## config.mk

```make
export PLATFORM = sky130hd
export DESIGN_NAME = vec_lane_packer
export DESIGN_NICKNAME = d
export VERILOG_FILES = /design/src/rtl/vec_lane_packer.sv
export SDC_FILE = /design/constraint.sdc
export NUM_CORES = 1
export LEC_CHECK = 0
export ABC_CLOCK_PERIOD_IN_PS = 2100
export CAP_MARGIN = 20
export CORE_MARGIN = 2
export CORE_UTILIZATION = 33
export CTS_CLUSTER_DIAMETER = 150
export CTS_CLUSTER_SIZE = 40
export DETAILED_ROUTE_END_ITERATION = 10
export GPL_TIMING_DRIVEN = 0
export SKIP_LAST_GASP = 1
export SLEW_MARGIN = 20
export SYNTH_ARGS = -nofsm -noshare
export SYNTH_HDL_FRONTEND = slang
export SYNTH_SLANG_ARGS = --single-unit
```

## constraint.sdc

```tcl
create_clock -name clk -period 2.1 [get_ports clk]
set_input_delay 0.525 -clock clk [delete_from_list [all_inputs] [get_ports clk]]
set_output_delay 0.525 -clock clk [all_outputs]
set_load 0.005 [all_outputs]
```

## src/rtl/vec_lane_packer.sv

```systemverilog
// Packs a stream of ELEM_W-bit elements into LANES-wide words (lane1 in the top bits).
// A single pending buffer absorbs one completed word while the output register is blocked.
module vec_lane_packer #(
   parameter int ELEM_W = 16,
   parameter int LANES  = 4
) (
   input  logic                         clk,
   input  logic                         rst_n,
   input  logic                         in_valid,
   output logic                         in_ready,
   input  logic [ELEM_W-1:0]            in_data,
   input  logic                         in_last,
   output logic                         out_valid,
   input  logic                         out_ready,
   output logic [ELEM_W*LANES-1:0]      out_data,
   output logic                         out_last,
   output logic [$clog2(LANES+1)-1:0]   out_count
);
   localparam int WORD_W = ELEM_W * LANES;
   localparam int CNT_W  = (LANES > 1) ? $clog2(LANES) : 1;
   localparam int CNTO_W = $clog2(LANES + 1);

   typedef enum logic [0:0] {
      FILL  = 1'b0,
      STALL = 1'b1
   } state_t;

   state_t              state_reg, state_next;
   logic                ready_en_reg;
   logic [CNT_W-1:0]    cnt_reg, cnt_next;
   logic [WORD_W-1:0]   fill_reg, fill_next;
   logic                out_valid_reg, out_valid_next;
   logic [WORD_W-1:0]   out_data_reg, out_data_next;
   logic                out_last_reg, out_last_next;
   logic [CNTO_W-1:0]   out_count_reg, out_count_next;
   logic [WORD_W-1:0]   pend_data_reg, pend_data_next;
   logic                pend_last_reg, pend_last_next;
   logic [CNTO_W-1:0]   pend_count_reg, pend_count_next;

   logic                accept;
   logic                drain;
   logic                complete;
   logic [WORD_W-1:0]   word_cur;
   logic [CNTO_W-1:0]   word_count;

   // ready_en_reg keeps in_ready low during reset and until the first edge after release
   assign in_ready   = ready_en_reg && (state_reg == FILL);
   assign accept     = in_valid && in_ready;
   assign drain      = out_valid_reg && out_ready;
   assign complete   = accept && (in_last || (cnt_reg == CNT_W'(LANES - 1)));
   assign word_count = CNTO_W'(cnt_reg) + CNTO_W'(1);

   // Fill buffer with the incoming element dropped into lane cnt; untouched lanes stay zero
   genvar gi;
   generate
      for (gi = 0; gi < LANES; gi++) begin : g_lane
         assign word_cur[(LANES-1-gi)*ELEM_W +: ELEM_W] =
            (cnt_reg == CNT_W'(gi)) ? in_data : fill_reg[(LANES-1-gi)*ELEM_W +: ELEM_W];
      end
   endgenerate

   always_comb begin
      state_next      = state_reg;
      cnt_next        = cnt_reg;
      fill_next       = fill_reg;
      out_valid_next  = out_valid_reg;
      out_data_next   = out_data_reg;
      out_last_next   = out_last_reg;
      out_count_next  = out_count_reg;
      pend_data_next  = pend_data_reg;
      pend_last_next  = pend_last_reg;
      pend_count_next = pend_count_reg;

      if (complete) begin
         cnt_next  = '0;
         fill_next = '0;
      end else if (accept) begin
         cnt_next  = cnt_reg + CNT_W'(1);
         fill_next = word_cur;
      end

      case (state_reg)
         FILL: begin
            if (complete) begin
               if (!out_valid_reg || drain) begin
                  out_valid_next = 1'b1;
                  out_data_next  = word_cur;
                  out_last_next  = in_last;
                  out_count_next = word_count;
               end else begin
                  pend_data_next  = word_cur;
                  pend_last_next  = in_last;
                  pend_count_next = word_count;
                  state_next      = STALL;
               end
            end else if (drain) begin
               out_valid_next = 1'b0;
            end
         end
         STALL: begin
            // No accepts happen here, so only the drain can move things along
            if (drain) begin
               out_valid_next = 1'b1;
               out_data_next  = pend_data_reg;
               out_last_next  = pend_last_reg;
               out_count_next = pend_count_reg;
               state_next     = FILL;
            end
         end
         default: state_next = FILL;
      endcase
   end

   always_ff @(posedge clk or negedge rst_n) begin
      if (!rst_n) begin
         state_reg      <= FILL;
         ready_en_reg   <= 1'b0;
         cnt_reg        <= '0;
         fill_reg       <= '0;
         out_valid_reg  <= 1'b0;
         out_data_reg   <= '0;
         out_last_reg   <= 1'b0;
         out_count_reg  <= '0;
         pend_data_reg  <= '0;
         pend_last_reg  <= 1'b0;
         pend_count_reg <= '0;
      end else begin
         state_reg      <= state_next;
         ready_en_reg   <= 1'b1;
         cnt_reg        <= cnt_next;
         fill_reg       <= fill_next;
         out_valid_reg  <= out_valid_next;
         out_data_reg   <= out_data_next;
         out_last_reg   <= out_last_next;
         out_count_reg  <= out_count_next;
         pend_data_reg  <= pend_data_next;
         pend_last_reg  <= pend_last_next;
         pend_count_reg <= pend_count_next;
      end
   end

   assign out_valid = out_valid_reg;
   assign out_data  = out_data_reg;
   assign out_last  = out_last_reg;
   assign out_count = out_count_reg;

endmodule

```

==> results.py, run 1 <==
metrics = {
    "status": {
        "status": "complete, but fails checks",
        "violations": "negative hold slack",
    },
    "timing": {
        "maxClockFrequency_mhz": 483,
        "setup_violations": 0,
        "tightest_slew_ps": 762,
        "finalCritPeriodShare_pct": 98.6,
        "hold_viol": 18,
        "setup_tns_ps": 0,
        "slew_violations": 0,
        "fin_crit_ps": 2070,
        "skew_ps": 62.6,
        "hold_slack_ps": -12.1,
        "rsz0062_at_grt": "true",
        "relSlewSlack_pct": 49.2,
        "layout_setup_ws_ps": 29.0,
    },
    "grt": {
        "antenna_found_initial": 0,
        "grt.overflow.total": 0,
        "grt_pass1_vias": 6572,
        "grt_start_max_net_pins": 83,
        "track_usage_pct": 16.5,
        "grt_pass1_wl_um": 37800,
    },
    "die": {
        "core_area_mm2": 0.0277,
        "die_h_um": 172,
        "core.rowCount": 61,
        "dieWidth_um": 172,
        "ios": 91,
        "start_util_pct": 33.5,
        "die-area_mm2": 0.0295,
    },
    "worst_setup_path": {
        "r2r_cells": 6,
        "crit_required_ps": 2480,
        "crit_path_start": "in_valid",
        "r2r_start": "cnt_reg[1]",
        "crit_chain": "clkdlybuf4s50_1, nand2_2, o41ai_4, buf_4, buf_6, buf_4, mux2_1",
        "critPathSlowestCell": "clkdlybuf4s50_1",
        "criticalPathCategory": "input pin to flop",
        "reg2reg_slack_ps": 60,
        "crit_top_cell": "buf_4",
        "crit_end": "out_data[55]",
        "cpPeakStageDelay_ps": 550,
        "timing.rr.end": "out_data[10]",
        "cp_max_fo": 10,
        "end_kind": "flop",
        "critPathLaunchType": "input pin",
        "arrival_ps": 2450,
    },
    "power": {
        "p_leak_nw": 4.75,
        "ir_drop_mv": 0.769,
        "pwr-share-comb_pct": 44.0,
        "powerDensity_mw_per_mm2": 1320,
        "pwr-share-clk_pct": 14.1,
        "seqPwrFrac_pct": 41.9,
        "internal_power_mw": 9.49,
        "switching_power_mw": 5.29,
        "swShare_pct": 35.8,
    },
    "clocking": {
        "clock_path_buffers": 3,
        "cts_buffers": 9,
        "cts-hold-fix-buffers": 0,
        "clkTransAtPathRegs_ps": 150,
        "cts_sinks": 205,
        "ctsRootBufferMaster": "clkbuf_16",
        "cts_tree": "done",
        "clk_latency_ps": 490,
        "htree_levels": 1,
    },
    "layout": {
        "drive_above_1_share_pct": 24.7,
        "final_util_pct": 40.5,
        "stdcell_count": 1252,
        "syn2layout_area_growth_pct": 21.0,
        "antennaDiodeCount": 0,
        "layout.nets": 900,
    },
    "logic_synthesis": {
        "avgSynthCellArea_um2": 12.1,
        "synthesis.area_mm2": 0.00928,
        "ys_ff_latch": 205,
        "ys_warn_count": 0,
        "synthTopCellsByCount": "205 x dfrtp_1, 67 x o21ai_0, 66 x nand2_1, 65 x a31oi_1, 64 x mux2i_1",
        "syn-num-nets": 792,
        "synth-edff-count": 0,
        "ys_types": 28,
        "synth.most_common_cell": "dfrtp_1",
        "yosysSeqAreaShare_pct": 55.3,
        "synth_cells": 767,
        "synth_top_area_cell": "dfrtp_1",
        "yosys-top-cells-area": "dfrtp_1 55%, mux2i_1 6.9%, mux2_2 6.7%",
        "async_flop_share_pct": 100,
        "yosys_most_used_dff": "dfrtp_1",
        "synth_top_cell_area_share_pct": 55.3,
    },
    "hold_path": {
        "hp-class": "input pin to asynchronous set/reset pin",
    },
    "drt": {
        "antenna_left": 0,
        "vias": 6481,
        "drcViolationCount": 0,
        "drtIter0Drc": 389,
        "routedWlPerCell_um": 19.3,
        "totalWireLength_um": 24200,
        "dr.pass1.iters": 7,
        "vias_per_cell": 5.18,
    },
    "placed_design": {
        "place_ws_ps": -991,
        "numPortBuffers": 90,
        "post-dp-hpwl_um": 16300,
        "dp.cells": 1237,
        "globalplace.congestion": 0.762,
    },
    "run": {
        "drv_cap": 0,
    },
}
## cell usage in the layout (no fill, tap or decap), types with 2 or more instances in the layout
| master | Yosys | routed |
|---|---|---|
| mux2i_4 | 0 | 3 |
| a22o_1 | 48 | 48 |
| a31oi_1 | 65 | 65 |
| buf_12 | 0 | 2 |
| mux2i_1 | 64 | 44 |
| clkbuf_2 | 0 | 6 |
| o21ai_0 | 67 | 66 |
| clkdlybuf4s50_1 | 0 | 88 |
| nand3_1 | 3 | 3 |
| clkbuf_4 | 0 | 6 |
| buf_8 | 0 | 2 |
| and2b_1 | 5 | 5 |
| a21oi_1 | 5 | 5 |
| mux2i_2 | 0 | 17 |
| buf_6 | 11 | 16 |
| mux2_1 | 20 | 20 |
| buf_16 | 0 | 2 |
| nor2b_1 | 13 | 12 |
| o21ai_2 | 3 | 3 |
| nand2_1 | 66 | 65 |
| clkbuf_1 | 29 | 20 |
| a21oi_2 | 60 | 60 |
| ha_1 | 4 | 3 |
| dfrtp_1 | 205 | 204 |
| buf_4 | 3 | 9 |
| clkbuf_16 | 0 | 9 |
| mux2_2 | 55 | 55 |
| and3_1 | 4 | 4 |
| buf_2 | 28 | 16 |
## metrics by stage
| step | instance area [um2] | total power [mW] |
|---|---|---|
| floorplan | 9280 | 9.92 |
| detailed placement | 10700 | 12.4 |
| CTS | 11100 | 14.6 |
| finish | 11200 | 14.8 |
| global placement | 10700 | 12.3 |
| global route | 11200 | 15.7 |
## cell families (layout without fill, tap and decap cells)
group | after synthesis | after routing | share of synthesized area (%)
AO/OA/AOI/OAI | 250 | 250 | 19.1
flip-flops | 205 | 205 | 55.3
multiplexers | 139 | 139 | 16.0
AND/OR/NAND/NOR | 95 | 95 | 4.64
buffers and inverters | 73 | 180 | 4.34
adder cells (fa/ha/maj) | 4 | 4 | 0.539
other | 1 | 1 | 0.0404
## critical path: cells and delay by family
family          cells  cell delay, ps
buf+inv             4            1030
simple gates        1             110
compound gates      1             440
mux                 1             340
## worst min path at each step
stage | start | to | slack [ps] | cells after the start
4_1_cts | rst_n | out_data[50] | 20 | 1
2_1_floorplan | rst_n | cnt_reg[0] | 230 | 0
3_3_place_gp | fill_reg[13] | fill_reg[13] | 470 | 1
3_5_place_dp | fill_reg[13] | fill_reg[13] | 470 | 1
5_1_grt | rst_n | out_data[50] | 30 | 1
6_report | rst_n | out_data[45] | -10 | 1
## final cells by class
class / instances / area [um2]
Buffer: 69 / 485
Clock buffer: 9 / 225
Clock inverter: 1 / 30.0
Fill cell: 2667 / 16500
Inverter: 2 / 7.51
Multi-Input combinational cell: 489 / 3860
Sequential cell: 205 / 5130
Tap cell: 378 / 473
Timing Repair Buffer: 99 / 1010
## layer usage
metal  track usage (%)  part of all wire (%)  vias to the layer above  wire length [um]
met5                 0                     0                        -                 0
met4              3.35                   1.8                        0               446
met3              1.68                   3.1                       23               753
met2              26.8                    47                      122             11400
met1              23.9                    48                     3343             11600
li1                  -                     -                     2993                 -
## power groups by stage
stage                     clock [mW]  sequential (mW)  combinational (mW)
after floorplan                    0             6.16                3.76
after global placement             0             6.24                6.01
after detailed placement           0             6.27                6.11
after CTS                       2.15             6.17                6.31
after global routing            2.27             6.38                7.08
final                           2.09             6.19                6.50
## what timing repair did
item,4_1_cts,5_1_grt
buffers inserted,4,3
setup endpoints to repair,151,124
gates resized for setup,28,48
pin swaps,1,1
No activity file was read; power rests on OpenSTA's default activity.
==> run 2: changes to the inputs <==
--- a/config.mk
+++ b/config.mk
@@ -7,12 +7,15 @@
 export LEC_CHECK = 0
 export ABC_CLOCK_PERIOD_IN_PS = 2100
 export CAP_MARGIN = 20
+export CELL_PAD_IN_SITES_DETAIL_PLACEMENT = 0
+export CELL_PAD_IN_SITES_GLOBAL_PLACEMENT = 2
 export CORE_MARGIN = 2
 export CORE_UTILIZATION = 33
 export CTS_CLUSTER_DIAMETER = 150
 export CTS_CLUSTER_SIZE = 40
 export DETAILED_ROUTE_END_ITERATION = 10
 export GPL_TIMING_DRIVEN = 0
+export PLACE_DENSITY_LB_ADDON = 0.1
 export SKIP_LAST_GASP = 1
 export SLEW_MARGIN = 20
 export SYNTH_ARGS = -nofsm -noshare
==> run 2 against run 1 <==
Compared with the run above:
- the run now ends clean
- critical path type is now flop to flop
- clock skew decreased by 0.90 ps
- die area is the same
- largest power group unchanged
- first-iteration DRC count grew 13%
- sequential power about the same
- via count fell by 1.1%
==> results.py, run 2 (synthesis results as in run 1) <==
metrics = {
    "status": {
        "status": "complete, no violations",
    },
    "die": {
        "die-area_mm2": 0.0295,
        "dieWidth_um": 172,
        "start_util_pct": 33.5,
        "core_area_mm2": 0.0277,
        "die_h_um": 172,
        "core.rowCount": 61,
        "ios": 91,
    },
    "clocking": {
        "cts_tree": "done",
        "htree_levels": 1,
        "clk_latency_ps": 490,
        "cts_buffers": 9,
        "clock_path_buffers": 3,
        "cts_sinks": 205,
        "ctsRootBufferMaster": "clkbuf_16",
        "clkTransAtPathRegs_ps": 140,
    },
    "placed_design": {
        "dp.cells": 1237,
        "numPortBuffers": 90,
        "place_area_mm2": 0.0107,
        "post-dp-hpwl_um": 17700,
        "place_ws_ps": -1060,
        "globalplace.congestion": 0.787,
    },
    "drt": {
        "vias": 6412,
        "drcViolationCount": 0,
        "dr.pass1.iters": 4,
        "drtIter0Drc": 438,
        "totalWireLength_um": 25600,
        "routedWlPerCell_um": 20.4,
        "antenna_left": 0,
        "vias_per_cell": 5.12,
    },
    "worst_setup_path": {
        "critPathLaunchType": "flop",
        "cp_num_buf_inv": 5,
        "crit_top_cell": "buf_6",
        "criticalPathCategory": "flop to flop",
        "cpPeakStageDelay_ps": 430,
        "end_kind": "flop",
        "cp_max_fo": 10,
        "crit_required_ps": 2410,
        "critPathSlowestCell": "dfrtp_2",
        "crit_chain": "buf_4, and3b_1, buf_6, and3_1, buf_6, buf_6, buf_6, a21oi_2",
        "critPathTopFamily": "buffers and inverters",
        "arrival_ps": 2330,
    },
    "layout": {
        "final_area_mm2": 0.0112,
        "syn2layout_area_growth_pct": 20.4,
        "antennaDiodeCount": 0,
        "most-common-layout-cells": "204 x dfrtp_1, 87 x clkdlybuf4s50_1, 67 x o21ai_0",
        "final_common_cell": "dfrtp_1",
        "layout.nets": 900,
        "drive_above_1_share_pct": 23.5,
        "fillers": 2631,
        "stdcell_count": 1252,
        "multi_input_area_mm2": 0.00382,
        "regArea_mm2": 0.00513,
        "final_util_pct": 40.3,
    },
    "power": {
        "ir_drop_mv": 0.630,
        "powerDensity_mw_per_mm2": 1310,
        "power_mw": 14.7,
        "p_leak_nw": 4.77,
    },
    "grt": {
        "track_usage_pct": 17.9,
        "grt_pass1_wl_um": 40500,
        "grt_start_max_net_pins": 84,
        "antenna_found_initial": 0,
        "grt.overflow.total": 0,
        "grt_pass1_vias": 6791,
    },
    "timing": {
        "maxClockFrequency_mhz": 495,
        "skew_ps": 61.7,
        "hold_viol": 0,
        "tightest_slew_ps": 751,
        "slew_violations": 0,
        "relSlewSlack_pct": 49.9,
        "layout_setup_ws_ps": 78.4,
        "fin_crit_ps": 2020,
        "rsz0062_at_grt": "true",
        "setup_violations": 0,
        "finalCritPeriodShare_pct": 96.3,
    },
    "hold_path": {
        "hp-class": "flop to flop",
    },
    "run": {
        "drv_cap": 0,
    },
}
[run 2: changes by cell type in the layout (fill, tap and decap cells not counted), moves of 2 or more]
cell | previous run | this run
mux2i_4 | 3 | 1
buf_12 | 2 | 0
mux2i_2 | 17 | 8
mux2i_1 | 44 | 55
clkbuf_4 | 6 | 3
clkbuf_2 | 6 | 10
buf_4 | 9 | 5
clkbuf_1 | 20 | 18
buf_6 | 16 | 19
[run 2: power breakdown]
group / internal [mW] / switching (mW) / total (mW)
combinational: 3.17 / 3.21 / 6.38
sequential: 5.41 / 0.814 / 6.22
clock: 0.809 / 1.28 / 2.09
[run 2: worst reg2reg max path: stages (launching register included)]
cell     delay (ps)
dfrtp_2         430
buf_4           170
and3b_1         310
buf_6           220
and3_1          190
buf_6           120
buf_6           190
buf_6           200
a21oi_2          70
[run 2: final timing paths]
check	slack (ps)	cells after the start	to	from
hold / removal	500	1	out_data[45]	out_data[45]
min in group asynchronous	530	2	out_data[44]	rst_n
setup reg to reg	80	8	pend_data_reg[63]	state_reg
max in group asynchronous	430	4	pend_data_reg[7]	rst_n
setup / recovery	80	8	pend_data_reg[63]	state_reg
hold reg to reg	500	1	out_data[45]	out_data[45]
[run 2: metal layers]
layer	vias up	track usage [%]	share of wire [%]	wire length (um)
met4	0	4.16	1.8	452
met1	3272	25.8	48	12400
met3	19	2.07	3.4	875
li1	2993	-	-	-
met5	-	0	0	0
met2	128	29.0	46	11900
[run 2: through the flow]
step | TNS (ps) | hold WS [ps]
6_report | 0 | 503
5_1_grt | -34.4 | 513
4_1_cts | -0.716 | 507
3_5_place_dp | -116940 | 471
3_3_place_gp | -1778570 | 469
2_1_floorplan | 0 | 229
[run 2: what timing repair did]
item | in CTS | in global routing
pin swaps | 1 | 1
hold buffers | 1 | 0
hold endpoints to repair | 50 | 0
endpoints found under the setup margin | 160 | 128
setup buffers | 5 | 0
resized for setup | 24 | 38
[run 2: area by class of cell]
class	count	area share, %
Sequential cell	205	45.9
Multi-Input combinational cell	489	34.2
Timing Repair Buffer	98	9.00
Buffer	70	4.31
Tap cell	378	4.23
Clock buffer	9	2.02
Clock inverter	1	0.269
Inverter	2	0.0672
